<file path="src/rtl/signmag_seq_multiplier.sv">
// Sequential shift-add multiplier on sign-magnitude operands.
// Produces a 2N-bit unsigned product magnitude plus a separate sign bit.
// One product takes N CALC cycles followed by a one-cycle DONE pulse.
// Results are held between operations and cleared only by reset.
module signmag_seq_multiplier #(
  parameter int N = 5
) (
  input  logic           i_clk,
  input  logic           i_rst,
  input  logic           i_start,
  input  logic [N-1:0]   i_a_mag,
  input  logic           i_a_sign,
  input  logic [N-1:0]   i_b_mag,
  input  logic           i_b_sign,
  output logic           o_busy,
  output logic           o_done,
  output logic [2*N-1:0] o_prod_mag,
  output logic           o_prod_sign
);

  // Counter must be able to hold N-1 (it may wrap after the last step).
  localparam int CW = (N > 1) ? $clog2(N) : 1;

  typedef enum logic [1:0] {
    S_IDLE = 2'd0,
    S_CALC = 2'd1,
    S_DONE = 2'd2
  } state_t;

  state_t           r_state;
  state_t           w_state_nxt;

  logic [2*N-1:0]   r_mcand;
  logic [N-1:0]     r_mplr;
  logic [2*N-1:0]   r_acc;
  logic [CW-1:0]    r_cnt;
  logic             r_sign;
  logic [2*N-1:0]   r_prod_mag;
  logic             r_prod_sign;

  logic             w_accept;
  logic             w_last;
  logic [2*N-1:0]   w_acc_nxt;

  assign w_accept  = (r_state == S_IDLE) && i_start;
  assign w_last    = (r_state == S_CALC) && (r_cnt == CW'(N - 1));
  // Cannot overflow: (2^N-1)^2 < 2^2N.
  assign w_acc_nxt = r_mplr[0] ? (r_acc + r_mcand) : r_acc;

  // State register.
  always_ff @(posedge i_clk or posedge i_rst) begin
    if (i_rst) r_state <= S_IDLE;
    else       r_state <= w_state_nxt;
  end

  // Next-state: start only matters in IDLE; DONE always lasts one cycle.
  always_comb begin
    w_state_nxt = r_state;
    case (r_state)
      S_IDLE:  if (i_start) w_state_nxt = S_CALC;
      S_CALC:  if (w_last)  w_state_nxt = S_DONE;
      S_DONE:  w_state_nxt = S_IDLE;
      default: w_state_nxt = S_IDLE;
    endcase
  end

  // Datapath: operand capture on accept, one shift-add step per CALC cycle,
  // result registers written only on the final CALC edge.
  always_ff @(posedge i_clk or posedge i_rst) begin
    if (i_rst) begin
      r_mcand     <= '0;
      r_mplr      <= '0;
      r_acc       <= '0;
      r_cnt       <= '0;
      r_sign      <= 1'b0;
      r_prod_mag  <= '0;
      r_prod_sign <= 1'b0;
    end else if (w_accept) begin
      r_mcand <= {{N{1'b0}}, i_a_mag};
      r_mplr  <= i_b_mag;
      r_sign  <= i_a_sign ^ i_b_sign;
      r_acc   <= '0;
      r_cnt   <= '0;
    end else if (r_state == S_CALC) begin
      r_acc   <= w_acc_nxt;
      r_mcand <= r_mcand << 1;
      r_mplr  <= r_mplr >> 1;
      r_cnt   <= r_cnt + CW'(1);
      if (w_last) begin
        r_prod_mag  <= w_acc_nxt;
        // No negative zero.
        r_prod_sign <= r_sign & (|w_acc_nxt);
      end
    end
  end

  // Status decodes straight from the state register: no input-to-output path.
  assign o_busy      = (r_state != S_IDLE);
  assign o_done      = (r_state == S_DONE);
  assign o_prod_mag  = r_prod_mag;
  assign o_prod_sign = r_prod_sign;

endmodule

</file>
<file path="config.mk">
export PLATFORM = sky130hd
export DESIGN_NAME = signmag_seq_multiplier
export DESIGN_NICKNAME = d
export VERILOG_FILES = /design/src/rtl/signmag_seq_multiplier.sv
export SDC_FILE = /design/constraint.sdc
export NUM_CORES = 1
export LEC_CHECK = 0
export ABC_AREA = 1
export BUFFER_PORTS_ARGS = -buffer_cell sky130_fd_sc_hd__buf_4
export CORE_MARGIN = 2
export CORE_UTILIZATION = 58
export DETAILED_ROUTE_END_ITERATION = 10
export PLACE_DENSITY = 0.85
export SLEW_MARGIN = 5
export SYNTH_ARGS = -nofsm -noshare
export SYNTH_HDL_FRONTEND = slang
export SYNTH_SLANG_ARGS = --single-unit
export TNS_END_PERCENT = 5
</file>
<file path="constraint.sdc">
create_clock -name i_clk -period 2.2 [get_ports i_clk]
set_input_delay 0.11 -clock i_clk [delete_from_list [all_inputs] [get_ports i_clk]]
set_output_delay 0.11 -clock i_clk [all_outputs]
set_load 0.03 [all_outputs]
</file>
Word-level counts from Yosys, hierarchy flattened

Index checks and enable logic that the tools add are counted.

Register bits after elaboration: 42
Word-level logic and storage cells: 38
Output and inout port bits: 13

Bitwise operators: 3
Add/subtract/negate cells: 2
Mux-type cells: 12
Equality and inequality tests: 5
Reductions and logical operators: 8

Operator list:

| cell                                                | number |
|---|---|
| 2-to-1 mux 10 bit                                   | 5 |
| adder 10 bit                                        | 1 |
| 2-to-1 mux 5 bit                                    | 2 |
| OR reduction 10 bit                                 | 1 |
| 2-to-1 mux 3 bit                                    | 2 |
| 2-to-1 mux 2 bit                                    | 2 |
| != test 2 bit, second input constant                | 2 |
| one-hot mux 2 bit (2 select lines)                  | 1 |
| nonzero test 2 bit                                  | 2 |
| adder 3 x 1 -> 3 bit, second input constant         | 1 |
| equality test 3 bit, second input constant          | 1 |
| AND reduction 3 bit                                 | 1 |
| equality test 2 x 1 -> 1 bit, second input constant | 1 |
| equality test 2 bit, second input constant          | 1 |
| logical AND 1 bit                                   | 2 |
| logical NOT 2 bit                                   | 1 |
| AND reduction 2 bit                                 | 1 |
| bitwise AND 1 bit                                   | 1 |
| NOT 1 bit                                           | 1 |
| XOR 1 bit                                           | 1 |

Logic depth before layout (Yosys ltp)

Gate-level depths: netlist of run 1.

Depth after elaboration: 4
Gate-level depth with buffers: 14

Worst setup path after synthesis of run 1

No wires, ideal clock.

Path type: register -> register
Start point: register r_mcand[0]
End point: register r_prod_sign (netlist: o_prod_sign)
Required time: 2.083 ns
Cell stages (with the launch flop): 13
Setup slack: 0.311 ns
Arrival: 1.773 ns
Cells stage by stage: dfrtp_1 > ha_1 > fa_1 > o21ai_2 > nand2_2 > nor2_1 > nand3_1 > nor2_1 > nand2_1 > nor2_1 > nand2_1 > nand2_1 > nand2_1

Word-level cells in the longest chain between the ends: 4

Ends and longest elaborated chain:

| element                  | RTL line | source |
|---|---|---|
| start: declaration       | 33       | `logic [2*N-1:0] r_mcand;` |
| start signal: assignment | 79       | `r_mcand <= {{N{1'b0}}, i_a_mag};` |
| start signal: assignment | 86       | `r_mcand <= r_mcand << 1;` |
| adder 10 bit             | 48       | `assign w_acc_nxt = r_mplr[0] ? (r_acc + r_mcand) : r_acc;` |
| 2-to-1 mux 10 bit        | 48       |  |
| OR reduction 10 bit      | 92       | `r_prod_sign <= r_sign & (\|w_acc_nxt);` |
| bitwise AND 1 bit        | 92       |  |
| end signal: assignment   | 92       |  |
| end: declaration         | 39       | `logic r_prod_sign;` |

No other way between the ends.
A chain may end at the register's enable or synchronous reset.

Worst setup path after layout of run 1

Same ends and word-level chain as after synthesis.

==> results.cfg, run 1 <==
[finish]
postLayoutCellArea_sq_um = 2710
instances_no_fill = 379
layout.nets = 355
drive_above_1_share = 0.176
area_growth_syn_to_layout_pct = 14.8
n_antenna_cell = 0

[outcome]
status = completed

[critical_path]
cp_top_family = simple AND/OR/NAND/NOR gates
start_kind = flop
cp.buffers_inverters = 0
crit_top_cell = nand2_1
critPathCaptureType = flop
cp_cell_sequence = ha_2 > fa_1 > nand2_1 > nand3_2 > nand3_1 > nand2_1 > nand2_1 > nand3_1 > nand2_2 > nand2_1 > nor2_1 > nand2_1 > nand2_1 > nand2_1
arrival_ns = 2.19
worstPathRequired_ns = 2.40
critPathSlowestCell = dfrtp_1
max_stage_delay_ns = 0.40
cp_max_fo = 4
path_class = flop to flop

[floorplan]
die_area_sq_um = 4590
start_util = 0.598
die-width_microns = 67.8
dieHeight_microns = 67.8
core-area_sq_um = 3940
placementRows = 23
ioPinCount = 28

[logic_synthesis]
synth_cell_type_count = 33
yosysSeqAreaShare = 0.446
synthFlopType = dfrtp_1
synth.most_common_cell = nand2_1
synth_nets = 324
synth_area_leaders = dfrtp_1 (45%), nand2_1 (15%), inv_1 (7.0%), ha_1 (5.8%), nand3_1 (4.9%)
ys_ff_latch = 42
synthCells = 297
synth_edf_count = 0
yosysTopAreaCellShare = 0.446
postSynth.asyncResetShare = 1.00
synth_top_cells_by_count = nand2_1 (94), inv_1 (44), dfrtp_1 (42)
ys_warn_count = 0
yosys.area.top_type = dfrtp_1
synth_area_sq_um = 2360
avgSynthCellArea_sq_um = 7.94

[detailed_routing]
routed_wl_microns = 5210
first_pass_iters = 4
ant_nets = 0
wl_per_cell_microns = 13.7
drt-vias-per-instance = 5.29
drc_errors = 0
via_count = 2005
drtIter0Drc = 148

[flow_run]
cap_violations = 0

[clock_network]
ctsRootBufferMaster = clkbuf_8
clkTransAtPathRegs_ns = 0.08
cts_tree = done
cts_buffers = 5
cts_buffer_depth = 2
cts_sinks = 42
htree_num_levels = 2
clk_latency_ns = 0.30

[timing]
final.setup.tns_ns = 0
drv_slew = 0
worstMarginPinSlew_ns = 0.540
setup_viol = 0
rsz0062_at_grt = no
finClkSkew_ns = 0.00607
fmax_mhz = 501
finalCritPeriodShare = 0.907
relSlewSlack = 0.640
hold_viol_final = 0
fin_crit_ns = 2.00
hold_ws_ns = 0.0229

[placed_design]
port-buffer-count = 27
placed_cells = 370
place_area_sq_um = 2590
hpwl_microns = 3790
place.gp.congestion = 0.887

[pwr]
vdd.ir_drop.worst_mv = 0.829
p_leak_nw = 1.45
p_per_area_nw_per_um2 = 1620
power.total_mw = 4.39

[global_route]
grt_antenna_before_repair = 0
grt_use_total = 0.253
grt_max_degree = 43
grt_pass1_wl_microns = 8630
grt_pass1_vias = 1920
grt_overflow = 0

[min_path]
hold_class = input port to flop
[metal layers]
| metal | GRT usage | part of all wire | up-vias |
|---|---|---|---|
| met5 | 0 | 0 | - |
| met4 | 0.0650 | 0.015 | 0 |
| met3 | 0.0567 | 0.035 | 9 |
| met2 | 0.446 | 0.51 | 40 |
| met1 | 0.314 | 0.43 | 948 |
| li1 | - | - | 1008 |
[flip-flops by register name, summed over array words and instances, names as in the netlist]
name,cells
r_state,2
o_prod_mag,10
r_sign,1
r_acc,10
r_mcand,10
r_cnt,3
r_mplr,5
o_prod_sign,1
[logic make-up after synthesis]
logic type | synth area share
and+or+nand+nor | 0.254
DFF | 0.446
buffers and inverters | 0.110
AOI/OAI and AO/OA | 0.116
xor gates and xnor gates | 0.00743
adders and majority gates | 0.0668
[what timing repair did]
| item | in CTS | in global routing |
|---|---|---|
| hold buffers | 1 | 0 |
| setup endpoints to repair | 0 | 1 |
| hold endpoints to repair | 42 | 0 |
| resized for setup | 0 | 4 |
| setup buffers | 0 | 0 |
[worst register-to-register path, stage by stage (launching register included)]
cell and delay (ns):
dfrtp_1 0.40, ha_2 0.21, fa_1 0.39, nand2_1 0.11, nand3_2 0.10, nand3_1 0.11, nand2_1 0.05, nand2_1 0.05
nand3_1 0.07, nand2_2 0.10, nand2_1 0.06, nor2_1 0.09, nand2_1 0.06, nand2_1 0.06, nand2_1 0.05
[layout by cell type, fill, tap and decap left out, types with 4 or more instances in the layout]
master and n:
nand2_1 92, inv_1 44, dfrtp_1 42, buf_4 32, nand3_1 22, nor2_1 14, o21ai_0 14, ha_1 10
o22ai_1 9, clkbuf_8 6, o221ai_1 5, nand2_2 4
[power by group]
| group | switching [mW] | total [mW] | leakage [nW] | internal, mW |
|---|---|---|---|---|
| Combinational | 1.59 | 2.49 | 0.866 | 0.895 |
| Sequential | 0.260 | 1.37 | 0.538 | 1.11 |
| Clock | 0.272 | 0.524 | 0.0472 | 0.252 |
[path summary, 6_finish.rpt]
kind | startpoint | end | slack, ns | cells after the start
worst max-delay path | r_mcand[0] | o_prod_sign | 0.20 | 14
min in group asynchronous | i_rst | r_cnt[1] | 0.51 | 4
worst max register to register | r_mcand[0] | o_prod_sign | 0.20 | 14
worst min register to register | o_prod_mag[8] | o_prod_mag[8] | 0.49 | 2
worst min-delay path | i_b_mag[4] | r_mplr[4] | 0.02 | 3
max in group asynchronous | i_rst | r_acc[5] | 1.34 | 4
[metrics by stage]
step                      setup WS (ns)  utilization
after floorplan                   0.311            -
after global placement            0.179        0.657
after detailed placement          0.144        0.657
after CTS                         0.115        0.684
after global routing             0.0260        0.687
final                             0.204        0.687
[layout make-up]
cell class / instances / area, sq um
fillers: 322 / 1230
multi-input cells: 198 / 1060
flip-flops and latches: 42 / 1050
repair buffers: 33 / 250
inverters: 48 / 188
clock buffers: 6 / 82.6
well taps: 50 / 62.6
clock inverters: 2 / 12.5
(Power assumes the default switching activity.)
==> run 2, diff against run 1 <==
CELL_PAD_IN_SITES_DETAIL_PLACEMENT = 2   (was not set)
CELL_PAD_IN_SITES_GLOBAL_PLACEMENT = 2   (was not set)
CORE_UTILIZATION = 34   (was 58)
PLACE_DENSITY = 0.76   (was 0.85)
==> results.cfg, run 2 (synthesis gave the netlist of run 1 again) <==
[floorplan]
die-width_microns = 87.3
start_util = 0.349
placementRows = 30
dieHeight_microns = 87.3
ioPinCount = 28
core-area_sq_um = 6760
die_area_sq_um = 7620

[global_route]
grt_overflow = 0
grt_pass1_vias = 2282
grt_pass1_wl_microns = 11500
grt_max_degree = 23
grt_use_total = 0.198
grt_antenna_before_repair = 0

[timing]
setup_viol = 0
final.setup.tns_ns = 0
relSlewSlack = 0.639
hold_ws_ns = 0.0139
drv_slew = 0
finClkSkew_ns = 0.0129
finalCritPeriodShare = 0.930
fin_crit_ns = 2.05
worstMarginPinSlew_ns = 0.540
fmax_mhz = 489
hold_viol_final = 0

[clock_network]
clkTransAtPathRegs_ns = 0.10
clk_latency_ns = 0.31
htree_num_levels = 2
ctsRootBufferMaster = clkbuf_8
cts_buffers = 5
cts_tree = done
cts_buffer_depth = 2
cts_sinks = 42

[placed_design]
port-buffer-count = 27
place.gp.congestion = 0.787
placed_cells = 403
hpwl_microns = 5300

[detailed_routing]
drt-vias-per-instance = 5.07
routed_wl_microns = 6950
wl_per_cell_microns = 16.8
ant_nets = 0
drtIter0Drc = 41
first_pass_iters = 4
drc_errors = 0
via_count = 2098

[critical_path]
cp_max_fo = 3
path_class = flop to flop
start_kind = flop
arrival_ns = 2.25
critPathCaptureType = flop
worstPathRequired_ns = 2.40

[pwr]
p_leak_nw = 1.47
p_per_area_nw_per_um2 = 1640
power.total_mw = 4.59
vdd.ir_drop.worst_mv = 0.613

[finish]
area_growth_syn_to_layout_pct = 18.5
instances_no_fill = 414
n_antenna_cell = 0
fill_cells = 789
final_cell_mix = nand2_1 (93), inv_1 (43), dfrtp_1 (42)
layout_commonest_cell = nand2_1
layout.nets = 360
drive_above_1_share = 0.201

[flow_run]
cap_violations = 0

[outcome]
status = completed

[min_path]
hold_class = input port to flop
==> run 2: cell types whose count changed in the layout (fill, tap and decap cells not counted), moves of 2 or more <==
cell    delta
buf_4      +5
nor2_2     +2
ha_1       -2
nor2_1     -2
==> run 2: what timing repair did <==
item | in CTS | in global routing
endpoints found under the setup margin | 1 | 1
hold buffers | 1 | 0
cloned | 0 | 0
resized for setup | 1 | 7
pin swaps | 0 | 1
hold endpoints to repair | 42 | 0
buffers inserted | 0 | 2
==> run 2: path summary, 6_finish.rpt <==
| check | start | endpoint | slack (ns) | cells past startpoint |
|---|---|---|---|---|
| min in group asynchronous | i_rst | r_cnt[2] | 0.39 | 4 |
| setup / recovery | r_mcand[0] | o_prod_sign | 0.15 | 12 |
| hold reg to reg | o_prod_mag[9] | o_prod_mag[9] | 0.49 | 2 |
| max in group asynchronous | i_rst | r_acc[6] | 1.53 | 4 |
| setup reg to reg | r_mcand[0] | o_prod_sign | 0.15 | 12 |
| hold / removal | i_b_mag[3] | r_mplr[3] | 0.01 | 3 |
==> run 2: critical path, stage by stage (launching register included) <==
cell	delay, ns
dfrtp_1	0.39
ha_2	0.22
fa_2	0.44
o21ai_2	0.19
nand2_2	0.07
nor2_1	0.11
nand3_1	0.08
nor2_1	0.10
nand2_1	0.07
nor2_2	0.11
nand2_1	0.06
nand2_1	0.06
nand2_1	0.06
==> run 2: layout make-up <==
type,instances,area (sq um),share of cell area
clock buffers,5,68.8,0.0246
well taps,80,100,0.0358
repair buffers,38,288,0.103
flip-flops and latches,42,1050,0.376
inverters,48,188,0.0671
multi-input cells,198,1080,0.387
clock inverters,3,18.8,0.00671
==> run 2: metal layers <==
metal,GRT usage,routed length [microns],up-vias
met4,0.0462,70,0
met2,0.360,3650,23
met3,0.0313,142,7
li1,-,-,1021
met1,0.246,3090,1047
met5,0,0,-
==> run 2: per-stage QoR <==
stage / setup WS [ns] / instance area (sq um) / util
6_report: 0.153 / 2800 / 0.414
3_5_place_dp: 0.0195 / 2650 / 0.392
2_1_floorplan: 0.311 / 2360 / -
4_1_cts: 0.0309 / 2750 / 0.407
5_1_grt: -0.0270 / 2800 / 0.414
3_3_place_gp: 0.148 / 2650 / 0.392
==> run 2: power by group <==
| group | switching (mW) | leakage [nW] | internal (mW) |
|---|---|---|---|
| Clock | 0.305 | 0.0483 | 0.224 |
| Sequential | 0.251 | 0.538 | 1.11 |
| Combinational | 1.73 | 0.882 | 0.965 |
==> run 3, diff against run 2 <==
REMOVE_ABC_BUFFERS = 1   (was not set)
==> results.cfg, run 3 (synthesis gave the netlist of run 1 again) <==
[placed_design]
hpwl_microns = 5070
place.gp.congestion = 0.820
place_area_sq_um = 2660
port-buffer-count = 27

[pwr]
p_leak_nw = 1.50
power.total_mw = 4.79
vdd.ir_drop.worst_mv = 0.617
p_per_area_nw_per_um2 = 1690

[critical_path]
arrival_ns = 2.25
reg2reg_slack_ns = 0.15
critPathCaptureType = flop
worstPathRequired_ns = 2.39
path_class = flop to flop
reg2reg_to = o_prod_sign
start_kind = flop
crit_path_start = r_mcand[5]
regToRegStartpoint = r_mcand[5]
cp_max_fo = 5
reg2reg_depth = 12

[floorplan]
placementRows = 30
die_area_sq_um = 7620
dieHeight_microns = 87.3
ioPinCount = 28
start_util = 0.349
core-area_sq_um = 6760
die-width_microns = 87.3

[detailed_routing]
drt-vias-per-instance = 5.04
routed_wl_microns = 6780
drc_errors = 0
first_pass_iters = 4
drtIter0Drc = 57
wl_per_cell_microns = 16.4
via_count = 2087
ant_nets = 0

[finish]
layout_commonest_cell = nand2_1
layout.nets = 360
postLayoutCellArea_sq_um = 2830
final_cell_mix = nand2_1 (93), inv_1 (44), dfrtp_1 (42)
n_antenna_cell = 0
area_growth_syn_to_layout_pct = 19.8
drive_above_1_share = 0.189

[timing]
worstMarginPinSlew_ns = 0.578
fmax_mhz = 487
final.setup.tns_ns = 0
finClkSkew_ns = 0.0115
hold_viol_final = 0
rsz0062_at_grt = no
relSlewSlack = 0.614
drv_slew = 0
setup_viol = 0
finalCritPeriodShare = 0.934
fin_crit_ns = 2.05

[clock_network]
cts_buffers = 5
cts_tree = done
htree_num_levels = 2
ctsRootBufferMaster = clkbuf_8
clkTransAtPathRegs_ns = 0.09
clk_latency_ns = 0.30
cts_sinks = 42
cts_buffer_depth = 2

[global_route]
grt_pass1_vias = 2286
grt_use_total = 0.194
grt_pass1_wl_microns = 11500
grt_overflow = 0
grt_max_degree = 43
grt_antenna_before_repair = 0

[min_path]
min_path_cells = 3
min_to = r_mplr[1]
hold_class = input port to flop
hold_path_startpoint = i_b_mag[1]

[outcome]
status = completed

[flow_run]
cap_violations = 0
-- run 3: cell types whose count changed in the layout (fill, tap and decap cells not counted) --
cell       before  now
bufinv_16       0    2
clkinv_1        1    0
clkinv_2        2    0
clkinv_4        0    1
ha_1            8   10
ha_2            2    1
ha_4            1    0
inv_1          43   44
inv_6           1    0
nor2_1         12   14
nor2_2          4    2
-- run 3: where the power goes --
part / switching [mW] / internal [mW] / total (mW)
Sequential: 0.241 / 1.11 / 1.35
Combinational: 1.72 / 0.964 / 2.69
Clock: 0.292 / 0.455 / 0.747
Total: 2.26 / 2.53 / 4.79
-- run 3: critical path, stage by stage (launching register included) --
cell and delay, ns:
dfrtp_1 0.41, ha_1 0.39, nand2_1 0.13, nor2_1 0.23
nand3_1 0.15, nand3_1 0.11, nand2_1 0.06, nand3_1 0.06
nand2_1 0.14, nor2_4 0.10, nand2_1 0.05, nand2_1 0.05
nand2_1 0.05
-- run 3: worst max path at each step --
| stage | endpoint | slack (ns) | cells after the start |
|---|---|---|---|
| after detailed placement | o_prod_sign | 0.06 | 14 |
| after floorplan | o_prod_sign | 0.31 | 12 |
| final | o_prod_sign | 0.15 | 12 |
| after global placement | o_prod_sign | 0.14 | 12 |
| after global routing | o_prod_sign | 0.001 | 14 |
| after CTS | o_prod_sign | 0.03 | 14 |
-- run 3: cell type report --
cell class	instances	area, sq um
Fill cell	782	3930
Multi-Input combinational cell	198	1060
Sequential cell	42	1050
Timing Repair Buffer	38	288
Inverter	48	188
Tap cell	80	100
Clock buffer	5	68.8
Clock inverter	3	68.8
-- run 3: repair_timing --
item	in CTS	in global routing
endpoints found under the setup margin	0	2
gates resized for setup	0	4
buffers inserted	0	1
hold buffers	1	0
endpoints found under the hold margin	42	0
-- run 3: per-layer routing --
metal / track usage / vias up / part of all wire
met5: 0 / - / 0
met4: 0.0462 / 0 / 0.0066
met3: 0.0256 / 4 / 0.019
met2: 0.325 / 21 / 0.49
met1: 0.267 / 1051 / 0.48
li1: - / 1011 / -
-- run 3: through the flow --
stage / setup slack [ns] / utilization / hold WS (ns) / cells
floorplan: 0.309 / - / 0.231 / 288
global placement: 0.144 / 0.393 / 0.300 / 404
detailed placement: 0.0563 / 0.393 / 0.305 / 404
CTS: 0.0285 / 0.415 / 0.0117 / 413
global route: 0.000951 / 0.418 / 0.0194 / 414
finish: 0.146 / 0.418 / 0.0202 / 414
